## src/rtl/mips_multicycle_main_controller.sv

```systemverilog
// mips_multicycle_main_controller
//
// Main control FSM for the multicycle MIPS datapath. It walks each
// instruction through fetch, decode, execute, memory and writeback. It
// produces the 2-bit ALUOP code for the ALU control decoder
// (00 add, 01 subtract, 10 decode funct, 11 or). It also drives every
// datapath select and write-enable line.
//
// Optional feature: define MIPS_CTRL_BNE_EN to decode bne (6'b000101) into
// the BRANCHNE state. Without the macro, bne is treated as an illegal opcode.
//
// Memory handshake: mem_ready is a completion strobe. The controller holds a
// request (FETCH read, MEMRD read, MEMWR write with MemWrite high) stable for
// as long as it stays in that state. The cycle in which mem_ready is sampled
// high is the cycle the access completes. The FSM then leaves the state on
// the next rising edge. No request is ever withdrawn except by reset.
//
// Reset gating: while rst_n is low, every write/load strobe (MemWrite,
// IRWrite, RegWrite, pc_en) and illegal_op is forced low. An aborted
// instruction therefore cannot commit anything on the reset edge. The select
// lines keep following the registered state.

module mips_multicycle_main_controller #(
  parameter logic [5:0] OP_RTYPE = 6'b000000,
  parameter logic [5:0] OP_LW    = 6'b100011,
  parameter logic [5:0] OP_SW    = 6'b101011,
  parameter logic [5:0] OP_BEQ   = 6'b000100,
  parameter logic [5:0] OP_ADDI  = 6'b001000,
  parameter logic [5:0] OP_ORI   = 6'b001101,
  parameter logic [5:0] OP_J     = 6'b000010
) (
  input  logic       clk,
  input  logic       rst_n,
  input  logic [5:0] opcode,
  input  logic       zero,
  input  logic       mem_ready,
  output logic       IorD,
  output logic       MemWrite,
  output logic       IRWrite,
  output logic       RegDst,
  output logic       MemtoReg,
  output logic       RegWrite,
  output logic       ALUSrcA,
  output logic [1:0] ALUSrcB,
  output logic [1:0] ALUOP,
  output logic [1:0] PCSrc,
  output logic       pc_en,
  output logic       illegal_op,
  output logic [3:0] state
);

`ifdef MIPS_CTRL_BNE_EN
  localparam logic [5:0] OP_BNE = 6'b000101;
`endif

  // ALUOP codes understood by the downstream ALU control decoder.
  localparam logic [1:0] ALUOP_ADD   = 2'b00;
  localparam logic [1:0] ALUOP_SUB   = 2'b01;
  localparam logic [1:0] ALUOP_FUNCT = 2'b10;
  localparam logic [1:0] ALUOP_OR    = 2'b11;

  // ALU B operand selects.
  localparam logic [1:0] SRCB_REG    = 2'b00;
  localparam logic [1:0] SRCB_FOUR   = 2'b01;
  localparam logic [1:0] SRCB_IMM    = 2'b10;
  localparam logic [1:0] SRCB_IMMSH  = 2'b11;

  // Next-PC selects.
  localparam logic [1:0] PC_ALURES   = 2'b00;
  localparam logic [1:0] PC_ALUOUT   = 2'b01;
  localparam logic [1:0] PC_JUMP     = 2'b10;

  // Binary state encoding. The numeric values are visible on the debug port.
  // BRANCHNE is decoded only when bne support is compiled in. Otherwise its
  // encoding behaves like any other unused encoding.
  typedef enum logic [3:0] {
    FETCH    = 4'd0,
    DECODE   = 4'd1,
    MEMADR   = 4'd2,
    MEMRD    = 4'd3,
    MEMWB    = 4'd4,
    MEMWR    = 4'd5,
    EXECUTE  = 4'd6,
    ALUWB    = 4'd7,
    BRANCH   = 4'd8,
    ADDIEX   = 4'd9,
    ORIEX    = 4'd10,
    IMMWB    = 4'd11,
    JUMP     = 4'd12,
    BRANCHNE = 4'd13
  } state_t;

  state_t state_q;
  state_t next_state;

  // Ungated versions of the strobes that reset must suppress.
  logic raw_memwrite;
  logic raw_irwrite;
  logic raw_regwrite;
  logic raw_pc_en;
  logic raw_illegal;

  // State register: a synchronous reset returns the machine to FETCH.
  always_ff @(posedge clk) begin
    if (!rst_n) begin
      state_q <= FETCH;
    end else begin
      state_q <= next_state;
    end
  end

  // Next-state and output decode from the registered state.
  // Every output defaults to 0, so each state lists only what it asserts.
  always_comb begin
    next_state   = FETCH;
    IorD         = 1'b0;
    RegDst       = 1'b0;
    MemtoReg     = 1'b0;
    ALUSrcA      = 1'b0;
    ALUSrcB      = SRCB_REG;
    ALUOP        = ALUOP_ADD;
    PCSrc        = PC_ALURES;
    raw_memwrite = 1'b0;
    raw_irwrite  = 1'b0;
    raw_regwrite = 1'b0;
    raw_pc_en    = 1'b0;
    raw_illegal  = 1'b0;

    case (state_q)
      // Instruction read at PC. The PC+4 update and the IR load both
      // happen in the cycle the memory completes.
      FETCH: begin
        IorD        = 1'b0;
        ALUSrcA     = 1'b0;
        ALUSrcB     = SRCB_FOUR;
        ALUOP       = ALUOP_ADD;
        PCSrc       = PC_ALURES;
        raw_irwrite = mem_ready;
        raw_pc_en   = mem_ready;
        next_state  = mem_ready ? DECODE : FETCH;
      end

      // The ALU precomputes PC + (SignImm << 2) so that BRANCH can
      // take it from ALUOut without an extra cycle.
      DECODE: begin
        ALUSrcA = 1'b0;
        ALUSrcB = SRCB_IMMSH;
        ALUOP   = ALUOP_ADD;
        case (opcode)
          OP_LW,
          OP_SW:    next_state = MEMADR;
          OP_RTYPE: next_state = EXECUTE;
          OP_BEQ:   next_state = BRANCH;
          OP_ADDI:  next_state = ADDIEX;
          OP_ORI:   next_state = ORIEX;
          OP_J:     next_state = JUMP;
`ifdef MIPS_CTRL_BNE_EN
          OP_BNE:   next_state = BRANCHNE;
`endif
          default: begin
            next_state  = FETCH;
            raw_illegal = 1'b1;
          end
        endcase
      end

      // Effective address = A + SignImm. Only lw and sw reach this
      // state. Any other opcode here falls back to FETCH defensively.
      MEMADR: begin
        ALUSrcA = 1'b1;
        ALUSrcB = SRCB_IMM;
        ALUOP   = ALUOP_ADD;
        if (opcode == OP_LW) begin
          next_state = MEMRD;
        end else if (opcode == OP_SW) begin
          next_state = MEMWR;
        end else begin
          next_state = FETCH;
        end
      end

      // Data read at ALUOut. The state is held until the memory completes.
      MEMRD: begin
        IorD       = 1'b1;
        next_state = mem_ready ? MEMWB : MEMRD;
      end

      // Load writeback into rt from the data register.
      MEMWB: begin
        RegDst       = 1'b0;
        MemtoReg     = 1'b1;
        raw_regwrite = 1'b1;
        next_state   = FETCH;
      end

      // Store. The write strobe stays high until the memory accepts it.
      MEMWR: begin
        IorD         = 1'b1;
        raw_memwrite = 1'b1;
        next_state   = mem_ready ? FETCH : MEMWR;
      end

      // R-type operation. The ALU control decodes funct.
      EXECUTE: begin
        ALUSrcA    = 1'b1;
        ALUSrcB    = SRCB_REG;
        ALUOP      = ALUOP_FUNCT;
        next_state = ALUWB;
      end

      // R-type writeback into rd.
      ALUWB: begin
        RegDst       = 1'b1;
        MemtoReg     = 1'b0;
        raw_regwrite = 1'b1;
        next_state   = FETCH;
      end

      // beq compare via subtract. The branch target comes from ALUOut.
      BRANCH: begin
        ALUSrcA    = 1'b1;
        ALUSrcB    = SRCB_REG;
        ALUOP      = ALUOP_SUB;
        PCSrc      = PC_ALUOUT;
        raw_pc_en  = zero;
        next_state = FETCH;
      end

      // addi: A + SignImm.
      ADDIEX: begin
        ALUSrcA    = 1'b1;
        ALUSrcB    = SRCB_IMM;
        ALUOP      = ALUOP_ADD;
        next_state = IMMWB;
      end

      // ori: A | imm. The datapath supplies the zero-extended immediate
      // on the same operand select.
      ORIEX: begin
        ALUSrcA    = 1'b1;
        ALUSrcB    = SRCB_IMM;
        ALUOP      = ALUOP_OR;
        next_state = IMMWB;
      end

      // Immediate writeback into rt.
      IMMWB: begin
        RegDst       = 1'b0;
        MemtoReg     = 1'b0;
        raw_regwrite = 1'b1;
        next_state   = FETCH;
      end

      // Jump: load the PC from the jump target.
      JUMP: begin
        PCSrc      = PC_JUMP;
        raw_pc_en  = 1'b1;
        next_state = FETCH;
      end

`ifdef MIPS_CTRL_BNE_EN
      // bne: same datapath setup as beq, with the taken condition inverted.
      BRANCHNE: begin
        ALUSrcA    = 1'b1;
        ALUSrcB    = SRCB_REG;
        ALUOP      = ALUOP_SUB;
        PCSrc      = PC_ALUOUT;
        raw_pc_en  = ~zero;
        next_state = FETCH;
      end
`endif

      // Unused encodings: drive nothing and recover to FETCH.
      default: begin
        next_state = FETCH;
      end
    endcase
  end

  // Suppress all commits and the illegal pulse while reset is asserted.
  assign MemWrite   = rst_n & raw_memwrite;
  assign IRWrite    = rst_n & raw_irwrite;
  assign RegWrite   = rst_n & raw_regwrite;
  assign pc_en      = rst_n & raw_pc_en;
  assign illegal_op = rst_n & raw_illegal;

  assign state = state_q;

endmodule
```

## config.mk

```make
export PLATFORM = sky130hd
export DESIGN_NAME = mips_multicycle_main_controller
export DESIGN_NICKNAME = d
export VERILOG_FILES = /design/src/rtl/mips_multicycle_main_controller.sv
export SDC_FILE = /design/constraint.sdc
export NUM_CORES = 1
export LEC_CHECK = 0
export BUFFER_PORTS_ARGS = -buffer_cell sky130_fd_sc_hd__buf_2
export CORE_MARGIN = 2
export CORE_UTILIZATION = 43
export DETAILED_ROUTE_END_ITERATION = 7
export HOLD_SLACK_MARGIN = 0.03
export PLACE_DENSITY = 0.77
export SLEW_MARGIN = 20
export SYNTH_ARGS = -nofsm -noshare
export SYNTH_HDL_FRONTEND = slang
export SYNTH_SLANG_ARGS = --single-unit
```

## constraint.sdc

```tcl
create_clock -name clk -period 2.6 [get_ports clk]
set_input_delay 0.78 -clock clk [delete_from_list [all_inputs] [get_ports clk]]
set_output_delay 0.78 -clock clk [all_outputs]
set_load 0.05 [all_outputs]
```

==> metrics.csv <==
stage;metric;value;unit
power;Pint;0.000150;W
cts;CTS Hold Bufs;0;
placed_design;IO Port Bufs;28;
status;violated checks;negative setup slack;
finish;P&R area growth vs syn;58.4;%
global_routing;largest net degree at the start of global routing;18;
finish;Final nets;131;
sta;fin worst setup slack;-0.00522;ns
route;Post-DRT Antenna Nets;0;
yosys;ranking of synthesized cells by area;dfxtp_1, nor3_1, nor2_1;
power;Seq pwr share;0.299;
floorplanning;die area;1610;sq um
finish;post-route cell area;890;sq um
critical_path;worst path required time;1.82;ns
route;via count;776;
cts;CTS tree;done;
status;status;finished with violations;
cts;Clock Latency Late Sink;0.23;ns
floorplanning;die width;40.1;um
placed_design;dpl cell area;812;sq um
finish;filler cell count;110;
sta;fin crit share;1.00;
yosys;Warnings, synthesis;0;
yosys;Yosys reg bits;4;
route;DRC;0;
critical_path;critical path peak fanout;2;
cts;CTS max path bufs;2;
sta;slew margin rel.;0.585;
sta;final setup fails;1;
route;final WL;1780;um
yosys;most common cell in the netlist;nor2_1;
floorplanning;initial core utilization;0.449;
yosys;register area share after synthesis;0.143;
yosys;syn_nets;94;
cts;clock-pin slew on the worst setup and hold paths;0.03;ns
sta;clock period minus final worst setup slack;2.61;ns
critical_path;Crit Path Category;in2out;
global_routing;first-pass GRT wire length;2710;um
yosys;Top FF cell, synth;dfxtp_1;
yosys;cell taking the most area after synthesis;dfxtp_1;
route;DRT Pass-1 Iters;4;
power;Leak;0.416;nW
floorplanning;# rows;13;
yosys;Mapped Cells;84;
sta;Final Skew;0.000751;ns
finish;ant diodes;0;
route;DR iter-0 viols;8;
critical_path;CP startpoint kind;input port;
sta;final hold vios;0;
global_routing;Tot GR Track Use;0.246;
route;post-DR vias/cell;5.79;
yosys;mean post-synth cell area;6.69;sq um
cts;CTS sink count;4;
sta;FMAX;384;MHz
run;max cap viols;0;
finish;layout cells sized above 1;0.496;
yosys;number of synthesized flops with an enable pin;0;
power;switching pwr;0.0000818;W
power;VDD IR-drop max;248;uV
cts;Setup Fix Bufs, Post-CTS;0;
sta;RSZ-0062 raised after global routing;yes;
critical_path;WP data arrival;1.83;ns
power;Gate power share;0.384;
sta;Slew @ Worst Pin;0.622;ns
floorplanning;number of placed I/O pins;29;
yosys;fraction of registers with async set or reset after synthesis;0;
placed_design;Post-DP HPWL;1280;um
global_routing;initial antenna violation count;0;
finish;max FFs per register;4;
yosys;Synth cell types;34;
yosys;Post-synth top cells;nor2_1, nor3_1, a21oi_1, nand2_1;
floorplanning;core area;1250;sq um
placed_design;GPL Wtd Cong;0.868;
yosys;mapped cell area;562;sq um
worst_hold_path;Hold Path Class;reg2reg;
power;Pwr Density;261;nW/um^2
cts;Num CTS Buffers;3;
global_routing;vias in the first global route;640;
cts;CTS HTree Levels;1;
route;wire per inst;13.3;um
yosys;post-synth top area share;0.143;
sta;setup tns final;-0.00522;ns
power;sw frac;0.352;
critical_path;CP endpoint kind;primary output;
cts;root buffer cell;clkbuf_4;
power;Clk pwr share;0.317;
placed_design;post-place setup slack;-0.153;ns
sta;Slew Limit Fails;0;
floorplanning;die height;40.1;um
global_routing;total gr overflow;0;
[cell type report]
cell class	instances	area, sq um	share of cell area
Multi-Input combinational cell	73	527	0.592
Timing Repair Buffer	37	233	0.262
Sequential cell	4	81.3	0.0914
Clock buffer	3	22.5	0.0253
Tap cell	15	18.8	0.0211
Inverter	2	7.51	0.00844
[stage by stage]
step / hold slack, ns / total power [W] / util / cells
2_1_floorplan: 0.921 / 0.000119 / - / 84
3_3_place_gp: 0.708 / 0.000148 / 0.648 / 131
3_5_place_dp: 0.718 / 0.000149 / 0.648 / 131
4_1_cts: 0.730 / 0.000234 / 0.694 / 134
5_1_grt: 0.793 / 0.000247 / 0.710 / 134
6_report: 0.728 / 0.000232 / 0.710 / 134
[placed cells by master (no fill, tap or decap), types with 3 or more instances in the layout]
cell | netlist | final
buf_4 | 0 | 9
buf_6 | 0 | 4
a21oi_1 | 6 | 3
nor2_1 | 11 | 9
nor2b_1 | 3 | 3
nand2_1 | 6 | 6
buf_2 | 4 | 24
nor3_1 | 9 | 3
dfxtp_1 | 4 | 3
clkbuf_4 | 0 | 3
a21oi_2 | 1 | 4
nor3_2 | 0 | 6
o21ai_0 | 4 | 3
[routing by layer]
layer / part of all wire / vias up / GRT usage
li1: - / 381 / -
met1: 0.45 / 369 / 0.349
met2: 0.51 / 24 / 0.395
met3: 0.034 / 2 / 0
met4: 0.0067 / 0 / 0.0948
met5: 0 / - / 0
[logic make-up after synthesis]
family	count (synthesis)	synth area share
buf+inv	7	0.0557
flops	4	0.143
fa+ha+maj	1	0.0178
compound gates	23	0.269
xor+xnor	4	0.0624
simple gates	45	0.452
[worst paths after layout]
kind | from | end | slack (ns) | cells after the start
min reg2reg | state[2] | state[1] | 0.73 | 3
max | opcode[2] | illegal_op | -0.005 | 6
min | state[2] | state[1] | 0.73 | 3
max reg2reg | state[1] | state[0] | 0.88 | 4
[critical path: stages]
cell	delay (ns)
buf_6	0.09
maj3_2	0.29
or3_4	0.33
a21oi_2	0.13
nor3_2	0.05
buf_6	0.15
[power by group through the flow]
stage	Clock [W]	Combinational [W]	Sequential [W]
2_1_floorplan	0	0.0000485	0.0000708
4_1_cts	0.0000798	0.0000852	0.0000690
5_1_grt	0.0000805	0.0000959	0.0000702
6_report	0.0000736	0.0000892	0.0000694
3_3_place_gp	0	0.0000779	0.0000698
3_5_place_dp	0	0.0000793	0.0000699
[timing repair]
item | CTS | global route
setup endpoints to repair | 1 | 2
pin swaps | 1 | 0
gates resized for setup | 9 | 4
No activity file was read; power rests on OpenSTA's default activity.
